## config.mk

```make
export PLATFORM = sky130hd
export DESIGN_NAME = demux_router
export DESIGN_NICKNAME = d
export VERILOG_FILES = /design/src/rtl/demux_pkg.sv /design/src/rtl/demux_slot.sv /design/src/rtl/demux_router.sv
export SDC_FILE = /design/constraint.sdc
export NUM_CORES = 1
export LEC_CHECK = 0
export BUFFER_PORTS_ARGS = -buffer_cell sky130_fd_sc_hd__clkbuf_2
export CAP_MARGIN = 15
export CORE_MARGIN = 3
export CORE_UTILIZATION = 52
export CTS_BUF_LIST = sky130_fd_sc_hd__clkbuf_2 sky130_fd_sc_hd__clkbuf_4 sky130_fd_sc_hd__clkbuf_8
export DETAILED_ROUTE_END_ITERATION = 8
export HOLD_SLACK_MARGIN = 0.12
export PLACE_DENSITY = 0.87
export SLEW_MARGIN = 20
export SYNTH_ARGS = -nofsm -noshare
export SYNTH_HDL_FRONTEND = slang
export SYNTH_SLANG_ARGS = --single-unit
```

## constraint.sdc

```tcl
create_clock -name clk -period 2 [get_ports clk]
set_clock_uncertainty 0.15 [all_clocks]
set_input_delay 0.4 -clock clk [delete_from_list [all_inputs] [get_ports clk]]
set_output_delay 0.4 -clock clk [all_outputs]
set_load 0.05 [all_outputs]
```

## src/rtl/demux_pkg.sv

```systemverilog
// demux_pkg: shared constants and helpers for the demux_router slice.
// Optional feature macro used by this slice: DEMUX_BCAST_EN (broadcast routing).
package demux_pkg;

  localparam int DROP_CNT_W = 8;
  localparam logic [DROP_CNT_W-1:0] DROP_CNT_MAX = 8'hFF;

  typedef logic [DROP_CNT_W-1:0] drop_cnt_t;

  // True when a channel select addresses an existing output channel.
  function automatic logic sel_in_range(input int unsigned sel, input int unsigned n);
    return (sel < n);
  endfunction

endpackage

```

## src/rtl/demux_slot.sv

```systemverilog
// demux_slot: one-entry holding register for a single output channel.
// The slot reports itself free when empty or when it is being drained this
// cycle, so the producer can refill it back-to-back without a bubble.
module demux_slot #(
  parameter int WIDTH = 8
) (
  input  logic             clk,
  input  logic             rst_n,
  input  logic             load,
  input  logic [WIDTH-1:0] data_in,
  input  logic             ready_in,
  output logic             valid_out,
  output logic [WIDTH-1:0] data_out,
  output logic             free
);

  logic             full_q, full_d;
  logic [WIDTH-1:0] data_q, data_d;

  assign free      = ~full_q | ready_in;
  assign valid_out = full_q;
  assign data_out  = data_q;

  // Next slot state: drain clears, a load (which wins) fills.
  always_comb begin
    full_d = full_q;
    data_d = data_q;
    if (full_q && ready_in) begin
      full_d = 1'b0;
    end
    if (load) begin
      full_d = 1'b1;
      data_d = data_in;
    end
  end

  // Slot registers with synchronous active-low reset.
  always_ff @(posedge clk) begin
    if (!rst_n) begin
      full_q <= 1'b0;
      data_q <= '0;
    end else begin
      full_q <= full_d;
      data_q <= data_d;
    end
  end

endmodule

```

## src/rtl/demux_router.sv

```systemverilog
// demux_router: registered 1-to-N demultiplexer with per-channel valid/ready.
// Each channel owns a demux_slot; the top decodes the select, gates the input
// handshake and keeps the sticky error flag and saturating drop counter.
// Optional feature macro: DEMUX_BCAST_EN -- when defined, in_bcast=1 loads the
// beat into every slot at once; when undefined, in_bcast is ignored.
module demux_router
  import demux_pkg::*;
#(
  parameter  int WIDTH = 8,
  parameter  int N_OUT = 8,
  localparam int SEL_W = $clog2(N_OUT)
) (
  input  logic                   clk,
  input  logic                   rst_n,
  input  logic                   in_valid,
  output logic                   in_ready,
  input  logic [WIDTH-1:0]       in_data,
  input  logic [SEL_W-1:0]       in_sel,
  input  logic                   in_bcast,
  output logic [N_OUT-1:0]       out_valid,
  input  logic [N_OUT-1:0]       out_ready,
  output logic [N_OUT*WIDTH-1:0] out_data,
  output logic                   err,
  output logic [7:0]             drop_cnt
);

  logic [N_OUT-1:0] free;
  logic [N_OUT-1:0] load;
  logic             sel_ok;
  logic             drop;

  logic             err_q, err_d;
  drop_cnt_t        drop_q, drop_d;

  assign sel_ok = sel_in_range(32'(in_sel), N_OUT);

`ifndef DEMUX_BCAST_EN
  logic unused_bcast;
  assign unused_bcast = in_bcast;
`endif

  // Input handshake and slot load decode; in_ready never looks at in_valid.
  always_comb begin
    in_ready = 1'b1;
    load     = '0;
    drop     = 1'b0;
`ifdef DEMUX_BCAST_EN
    if (in_bcast) begin
      in_ready = &free;
      if (in_valid && in_ready) begin
        load = '1;
      end
    end else if (sel_ok) begin
      in_ready = free[in_sel];
      if (in_valid && in_ready) begin
        load[in_sel] = 1'b1;
      end
    end else begin
      drop = in_valid;
    end
`else
    if (sel_ok) begin
      in_ready = free[in_sel];
      if (in_valid && in_ready) begin
        load[in_sel] = 1'b1;
      end
    end else begin
      drop = in_valid;
    end
`endif
  end

  // One holding slot per output channel.
  for (genvar k = 0; k < N_OUT; k++) begin : g_slot
    demux_slot #(
      .WIDTH(WIDTH)
    ) u_slot (
      .clk      (clk),
      .rst_n    (rst_n),
      .load     (load[k]),
      .data_in  (in_data),
      .ready_in (out_ready[k]),
      .valid_out(out_valid[k]),
      .data_out (out_data[k*WIDTH +: WIDTH]),
      .free     (free[k])
    );
  end

  // Sticky error and saturating drop count for out-of-range selects.
  always_comb begin
    err_d  = err_q | drop;
    drop_d = drop_q;
    if (drop && (drop_q != DROP_CNT_MAX)) begin
      drop_d = drop_q + DROP_CNT_W'(1);
    end
  end

  // Error/drop registers; cleared only by reset.
  always_ff @(posedge clk) begin
    if (!rst_n) begin
      err_q  <= 1'b0;
      drop_q <= '0;
    end else begin
      err_q  <= err_d;
      drop_q <= drop_d;
    end
  end

  assign err      = err_q;
  assign drop_cnt = drop_q;

endmodule
```

==> flow_summary.toml, run 1 <==
[placement]
dp_hpwl_mm = 5.85
dpl_cell_area_um2 = 3720
place_inst = 502
port_buffers = 94
globalplace.congestion = 0.796

[final_layout]
final_cell_count_no_fill = 526
nFillCells = 453
diodes = 0
layout-drive-gt1-share_pct = 34.8
stdcell_area_um2 = 4070
nets = 469
multiInputGateArea_um2 = 1620
regArea_um2 = 1450
area_growth_pct = 25.7

[routing]
drc = 0
routedWlPerCell_um = 17.0
detail_route.wirelength_mm = 8.94
via_per_inst = 5.76
dr.pass1.iters = 5
drt_iter0_drc = 114
drt.antenna.violating_nets = 0
vias = 3028

[clock_tree]
tritoncts = "built"
htree_levels = 3
cts.sinks = 72
clockBufferDepth = 2
clk_latency_ns = 0.34
cts-root-buf = "clkbuf_8"
cts_made_buffers = 9
path_clk_slew_ns = 0.07

[die]
die_h_um = 85.0
initial_core_util_pct = 54.1
boundaryPins = 105
die-area_um2 = 7220
die_x_um = 85.0
core_um2 = 5990
num_rows = 28

[sta]
setup_tns_ns = -0.179
hold_viol = 0
timing.final.ws_setup_ns = -0.179
period_share_pct = 109
setup_viol = 1
rsz0062_at_grt = "yes"
fmax_mhz = 459
min_period_ns = 2.18
maxSlewHeadroom_pct = 66.5
slew_viol_final = 0
worst_pin_slew_ns = 0.500

[global_route]
globalRouteOverflowTotal = 0
antenna_found_initial = 0
grt_start_max_net_pins = 73
grt_usage_pct = 24.7
grt_pass1_vias = 2796
grt_pass1_wl_mm = 14.1

[power_and_ir_drop]
p_leak_nw = 1.62
power-per-cell-area_nw_per_um2 = 780
peakVddDrop_mv = 0.510

[run]
maxCapViolCount = 0

[worst_setup_path]
critPathArrivalTime_ns = 1.63
crit_required_ns = 1.45
critPathLaunchType = "flop"
cp_max_fo = 2
end_kind = "output port"
worstSetupPathType = "flop to output port"

[worst_hold_path]
hold_path_class = "input pin to flop"

[synth]
avgSynthCellArea_um2 = 8.98
netlist_top_cells_area = "dfxtp_1, a21boi_0, nand3_1"
synth_cells = 361
synth_top_area_share_pct = 44.5
syn_area_um2 = 3240
seq_area_frac_synth_pct = 44.5
yosysWarningCount = 0
synth_seq_cells = 72
synth_area_leader_cell = "dfxtp_1"
ys_types = 26

[run_status]
run_status = "finished, violations left"
violations = "setup timing"
final timing paths:
| check | start | endpoint | slack (ns) | cells past startpoint |
|---|---|---|---|---|
| max reg2reg | g_slot[7].u_slot.valid_out | g_slot[7].u_slot.data_out[0] | 0.73 | 4 |
| min reg2reg | g_slot[0].u_slot.data_out[7] | g_slot[0].u_slot.data_out[7] | 0.32 | 2 |
| max | g_slot[5].u_slot.valid_out | in_ready | -0.18 | 4 |
| min | in_data[6] | g_slot[0].u_slot.data_out[6] | 0.31 | 3 |
report_power, final:
| part | switching [mW] | leakage, nW | internal [mW] | total (mW) |
|---|---|---|---|---|
| Clock | 0.520 | 0.118 | 0.777 | 1.30 |
| Sequential | 0.0158 | 0.587 | 1.46 | 1.48 |
| Combinational | 0.287 | 0.914 | 0.114 | 0.401 |
kinds of logic after synthesis:
logic type | Yosys count | synth area share [%]
muxes | 3 | 1.70
DFF | 72 | 44.5
other | 1 | 0.116
buffers and inverters | 53 | 8.80
and+or+nand+nor | 96 | 18.3
AOI/OAI and AO/OA | 136 | 26.7
placed cells by master (no fill, tap or decap), types with 2 or more instances in the layout:
cell type and n:
clkbuf_8 10, nor2b_4 8, o21ai_0 56, mux4_2 2
nand3_1 64, a21boi_0 54, buf_12 2, nand4b_1 3
conb_1 9, bufinv_16 2, dfxtp_2 8, clkbuf_4 3
dfxtp_1 64, buf_4 24, nand4bb_1 3, clkbuf_2 93
nand2b_1 8, and4b_1 3, a21boi_1 18, nor4bb_1 2
o21ai_1 7
cell type report:
| cell class | count | area share (%) |
|---|---|---|
| Timing Repair Buffer | 119 | 16.8 |
| Multi-Input combinational cell | 244 | 39.7 |
| Clock buffer | 13 | 3.93 |
| Sequential cell | 72 | 35.6 |
| Tap cell | 75 | 2.30 |
| Clock inverter | 3 | 1.60 |
critical path: stages (launching register included):
cell and delay [ns]:
dfxtp_2 0.32, nor2b_4 0.12, mux4_2 0.48, mux2i_4 0.20, buf_12 0.16
state kept, by name (all words and copies together) (netlist names):
name,flops
g_slot.u_slot.data_out,64
g_slot.u_slot.valid_out,8
synth_stat cells, drive strengths merged:
| cell type | instances |
|---|---|
| or4b | 1 |
| clkbuf | 22 |
| a21boi | 72 |
| conb | 1 |
| and4 | 1 |
| mux4 | 2 |
| nor4b | 1 |
| buf | 31 |
| nor4bb | 2 |
| nand4b | 3 |
| and4bb | 1 |
| nand2b | 8 |
| nand3 | 64 |
| o21ai | 64 |
| nand4 | 1 |
| mux2i | 1 |
| nand4bb | 3 |
| dfxtp | 72 |
| and4b | 3 |
| nor2b | 8 |
stage by stage:
stage / hold slack (ns) / power, mW / setup WS, ns / util (%)
detailed placement: 0.304 / 1.90 / -0.0000691 / 62.1
global placement: 0.302 / 1.89 / 0.00673 / 62.1
global route: 0.322 / 3.26 / -0.227 / 68.0
finish: 0.307 / 3.18 / -0.179 / 68.0
floorplan: 0.534 / 1.81 / 0.0319 / -
CTS: 0.294 / 3.19 / -0.200 / 67.9
what timing repair did:
action | CTS | global route
gates resized for setup | 24 | 0
hold buffers | 0 | 0
gates cloned | 0 | 0
setup endpoints to repair | 1 | 1
buffers inserted | 7 | 1
endpoints found under the hold margin | 0 | 0
metal layers:
metal / GRT usage [%] / wire length (um)
met5: 0 / 0
met4: 11.1 / 231
met3: 5.83 / 743
met2: 40.4 / 4280
met1: 31.0 / 3690
Power figures use the tool's default switching activity.
==> run 2: changes to the inputs <==
--- a/config.mk
+++ b/config.mk
@@ -14,3 +14,3 @@
 export HOLD_SLACK_MARGIN = 0.12
-export PLACE_DENSITY = 0.87
+export PLACE_DENSITY = 0.81
 export SLEW_MARGIN = 20
==> constraint.sdc (replaced) <==
create_clock -name clk -period 2 [get_ports clk]
set_clock_uncertainty 0.15 [all_clocks]
set_input_delay 0.3 -clock clk [delete_from_list [all_inputs] [get_ports clk]]
set_output_delay 0.3 -clock clk [all_outputs]
set_load 0.05 [all_outputs]
==> flow_summary.toml, run 2 (synthesis gave the netlist of run 1 again) <==
[run_status]
run_status = "finished, violations left"
violations = "setup timing"

[global_route]
grt_start_max_net_pins = 73
grt_pass1_vias = 2876
grt_util_met1_pct = 32.2
antenna_found_initial = 0
grt_usage_pct = 24.4
use_met2_pct = 37.6
busiest_layer = "met2"
globalRouteOverflowTotal = 0
use_met3_pct = 6.80
grt_pass1_wl_mm = 14.0

[sta]
fmax_mhz = 477
rsz0062_at_grt = "yes"
slew_viol_final = 0
period_share_pct = 105
holdWs_ns = 0.223
setup_viol = 1
hold_viol = 0
min_period_ns = 2.10
setup_tns_ns = -0.0959
timing.final.ws_setup_ns = -0.0959

[placement]
globalplace.congestion = 0.829
dp_slack_ns = 0.150
port_buffers = 94
place_inst = 501
dp_hpwl_mm = 5.84

[routing]
dr.pass1.iters = 4
routedWlPerCell_um = 16.8
vias = 2994
drt.antenna.violating_nets = 0
detail_route.wirelength_mm = 8.70
drc = 0
via_per_inst = 5.77
drt_iter0_drc = 188

[die]
num_rows = 28
initial_core_util_pct = 54.1
boundaryPins = 105
die-area_um2 = 7220
core_um2 = 5990
die_x_um = 85.0
die_h_um = 85.0

[power_and_ir_drop]
power-per-cell-area_nw_per_um2 = 746
total_power_mw = 2.98
peakVddDrop_mv = 0.404
p_leak_nw = 1.57

[worst_setup_path]
slowest_delay_ns = 0.49
critPathArrivalTime_ns = 1.65
end_kind = "output port"
crit_required_ns = 1.55
worstPathCellList = "nor2b_4, mux4_2, mux2i_4, buf_12"
worstSetupPathType = "flop to output port"
crit_slowest_cell = "mux4_2"
cp_max_fo = 2
critPathLaunchType = "flop"
crit_start = "g_slot[7].u_slot.valid_out"
critPathBufInv = 1
cp_top_family = "multiplexers"
r2r-start = "g_slot[3].u_slot.valid_out"

[final_layout]
diodes = 0
nets = 464
layout-drive-gt1-share_pct = 33.8
multiInputGateArea_um2 = 1620
final_cell_count_no_fill = 519
nFillCells = 496
area_growth_pct = 23.2
layout_common_cells = "clkbuf_2, nand3_1, dfxtp_1"
layout_commonest_cell = "clkbuf_2"
largest_reg_flops = 64
regArea_um2 = 1450

[clock_tree]
cts-root-buf = "clkbuf_8"
cts_made_buffers = 9
htree_levels = 3
tritoncts = "built"
clockBufferDepth = 2
cts.sinks = 72
clk_latency_ns = 0.33
cts_hold_buf = 0
path_clk_slew_ns = 0.07

[worst_hold_path]
worstHoldStart = "in_data[7]"
hold_path_class = "input pin to flop"

[run]
maxCapViolCount = 0
[run 2: cell count changes in the layout (fill, tap and decap cells not counted)]
cell and change:
clkbuf_8 -1, clkbuf_4 +1, clkinv_2 -1, buf_4 -5, bufinv_16 -1
[run 2: worst min-delay path, cell delays in order]
cell and delay (ns):
clkbuf_2 0.20, nand3_1 0.11, a21boi_1 0.06
[run 2: layout make-up]
class	count	share of cell area [%]
timing repair buffer	114	16.2
clock buffer	13	3.85
tap	75	2.35
multi-input combinational	244	40.5
clock inverter	1	0.752
sequential	72	36.3
[run 2: routing by layer]
layer | share of wire [%] | wire (um)
met5 | 0 | 0
met4 | 1.9 | 167
met3 | 9.5 | 823
met2 | 46 | 4030
met1 | 42 | 3680
[run 2: timing repair]
item	4_1_cts	5_1_grt
setup endpoints to repair	1	1
buffers inserted	4	0
pin swaps	0	0
gates resized for setup	25	0
[run 2: report_power, final]
part	internal [mW]	total (mW)	switching (mW)
sequential	1.47	1.48	0.0164
combinational	0.111	0.395	0.285
clock	0.620	1.10	0.483
total	2.20	2.98	0.784
[run 2: through the flow]
stage / area [um^2] / util, %
after floorplan: 3280 / -
after global placement: 3700 / 61.8
after detailed placement: 3700 / 61.8
after CTS: 4000 / 66.7
after global routing: 4000 / 66.7
final: 4000 / 66.7
[run 2: path summary, 6_finish.rpt]
check                                                    end  slack (ns)  cells after the start
worst max-delay path                                in_ready        -0.1                      4
worst min-delay path            g_slot[1].u_slot.data_out[7]        0.22                      3
worst max register to register  g_slot[3].u_slot.data_out[6]        0.71                      4
worst min register to register  g_slot[0].u_slot.data_out[7]        0.33                      2
==> run 3: changes to the inputs <==
CORE_ASPECT_RATIO = 0.8   (was unset)
==> flow_summary.toml, run 3 (synthesis gave the netlist of run 1 again) <==
[die]
num_rows = 25
die_x_um = 94.3
core_um2 = 5970
boundaryPins = 105
initial_core_util_pct = 54.3
die-area_um2 = 7220
die_h_um = 76.6

[final_layout]
diodes = 0
largest_reg_flops = 64
regArea_um2 = 1450
nets = 465
final_cell_count_no_fill = 526
stdcell_area_um2 = 4000
nFillCells = 509
multiInputGateArea_um2 = 1610
layout_common_cells = "clkbuf_2, nand3_1, dfxtp_1"
layout-drive-gt1-share_pct = 33.9
layout_commonest_cell = "clkbuf_2"
area_growth_pct = 23.3

[sta]
slew_viol_final = 0
holdWs_ns = 0.211
rsz0062_at_grt = "yes"
hold_viol = 0
period_share_pct = 105
fmax_mhz = 476
setup_viol = 1
timing.final.ws_setup_ns = -0.103
setup_tns_ns = -0.103
min_period_ns = 2.10

[worst_hold_path]
hold_path_class = "input pin to flop"

[placement]
port_buffers = 94
dp_hpwl_mm = 5.66
globalplace.congestion = 0.886
dpl_cell_area_um2 = 3710
dp_slack_ns = 0.166
place_inst = 507

[run]
maxCapViolCount = 0

[clock_tree]
cts.sinks = 72
htree_levels = 3
cts_made_buffers = 9
path_clk_slew_ns = 0.07
tritoncts = "built"
cts-root-buf = "clkbuf_8"
cts_hold_buf = 0
clk_latency_ns = 0.34
clockBufferDepth = 2

[power_and_ir_drop]
p_leak_nw = 1.57
peakVddDrop_mv = 0.386
clkPwrFrac_pct = 36.0
p_switching_mw = 0.788
sequentialPowerShare_pct = 50.5
comb_power_share_pct = 13.5
p_int_mw = 2.14
power-per-cell-area_nw_per_um2 = 733
swShare_pct = 26.9

[routing]
drt_iter0_drc = 267
via_per_inst = 5.80
dr.pass1.iters = 5
detail_route.wirelength_mm = 8.45
vias = 3051
routedWlPerCell_um = 16.1
drc = 0
drt.antenna.violating_nets = 0

[worst_setup_path]
worstPathCellList = "nor2b_4, mux4_2, mux2i_2, buf_12"
slowest_delay_ns = 0.47
cp_top_family = "multiplexers"
cp_max_fo = 2
crit_required_ns = 1.55
critPathBufInv = 1
crit_slowest_cell = "mux4_2"
end_kind = "output port"
worstSetupPathType = "flop to output port"
critPathArrivalTime_ns = 1.65
critPathLaunchType = "flop"

[global_route]
grt_pass1_wl_mm = 13.6
antenna_found_initial = 0
grt_pass1_vias = 2710
globalRouteOverflowTotal = 0
grt_start_max_net_pins = 46
grt_usage_pct = 24.2

[run_status]
violations = "setup timing"
run_status = "finished, violations left"
-- run 3: changes by cell type in the layout (fill, tap and decap cells not counted) --
cell | before | now
mux2i_2 | 0 | 1
clkbuf_4 | 4 | 2
buf_4 | 19 | 20
mux2i_4 | 1 | 0
clkbuf_8 | 9 | 12
bufinv_16 | 1 | 0
-- run 3: metal layers --
| layer | GRT usage (%) | share of wire (%) |
|---|---|---|
| met5 | 0 | 0 |
| met4 | 7.22 | 1.8 |
| met3 | 8.00 | 9.9 |
| met2 | 34.8 | 43 |
| met1 | 34.3 | 45 |
-- run 3: path summary, 6_finish.rpt --
check	from	to	slack, ns	depth (start not counted)
min reg2reg	g_slot[0].u_slot.data_out[7]	g_slot[0].u_slot.data_out[7]	0.33	2
min	in_data[7]	g_slot[0].u_slot.data_out[7]	0.21	3
max reg2reg	g_slot[5].u_slot.valid_out	g_slot[5].u_slot.data_out[5]	0.74	5
max	g_slot[5].u_slot.valid_out	in_ready	-0.10	4
-- run 3: tightest hold or removal path, delay by kind of cell --
family	cells	cell delay (ns)
AOI/OAI and AO/OA	1	0.05
and+or+nand+nor	1	0.11
buffers and inverters	1	0.19
-- run 3: through the flow --
step / utilization [%] / power, mW
2_1_floorplan: - / 1.81
3_3_place_gp: 62.1 / 1.89
3_5_place_dp: 62.1 / 1.89
4_1_cts: 66.9 / 2.95
5_1_grt: 66.9 / 3.04
6_report: 66.9 / 2.93
-- run 3: cell type report --
type                    instances  area share [%]
clock buffers                  14            4.51
multi-input cells             244            40.3
repair buffers                115            16.4
flip-flops and latches         72            36.3
well taps                      81            2.54
-- run 3: power by group through the flow --
| stage | sequential [mW] | combinational [mW] | clock [mW] |
|---|---|---|---|
| floorplan | 1.60 | 0.206 | 0 |
| global placement | 1.51 | 0.374 | 0 |
| detailed placement | 1.51 | 0.380 | 0 |
| CTS | 1.48 | 0.392 | 1.08 |
| global route | 1.48 | 0.418 | 1.14 |
| finish | 1.48 | 0.394 | 1.05 |
-- run 3: what timing repair did --
action,4_1_cts,5_1_grt
gates resized for setup,24,0
setup endpoints to repair,1,1
cloned,0,0
setup buffers,5,0
pin swaps,0,0
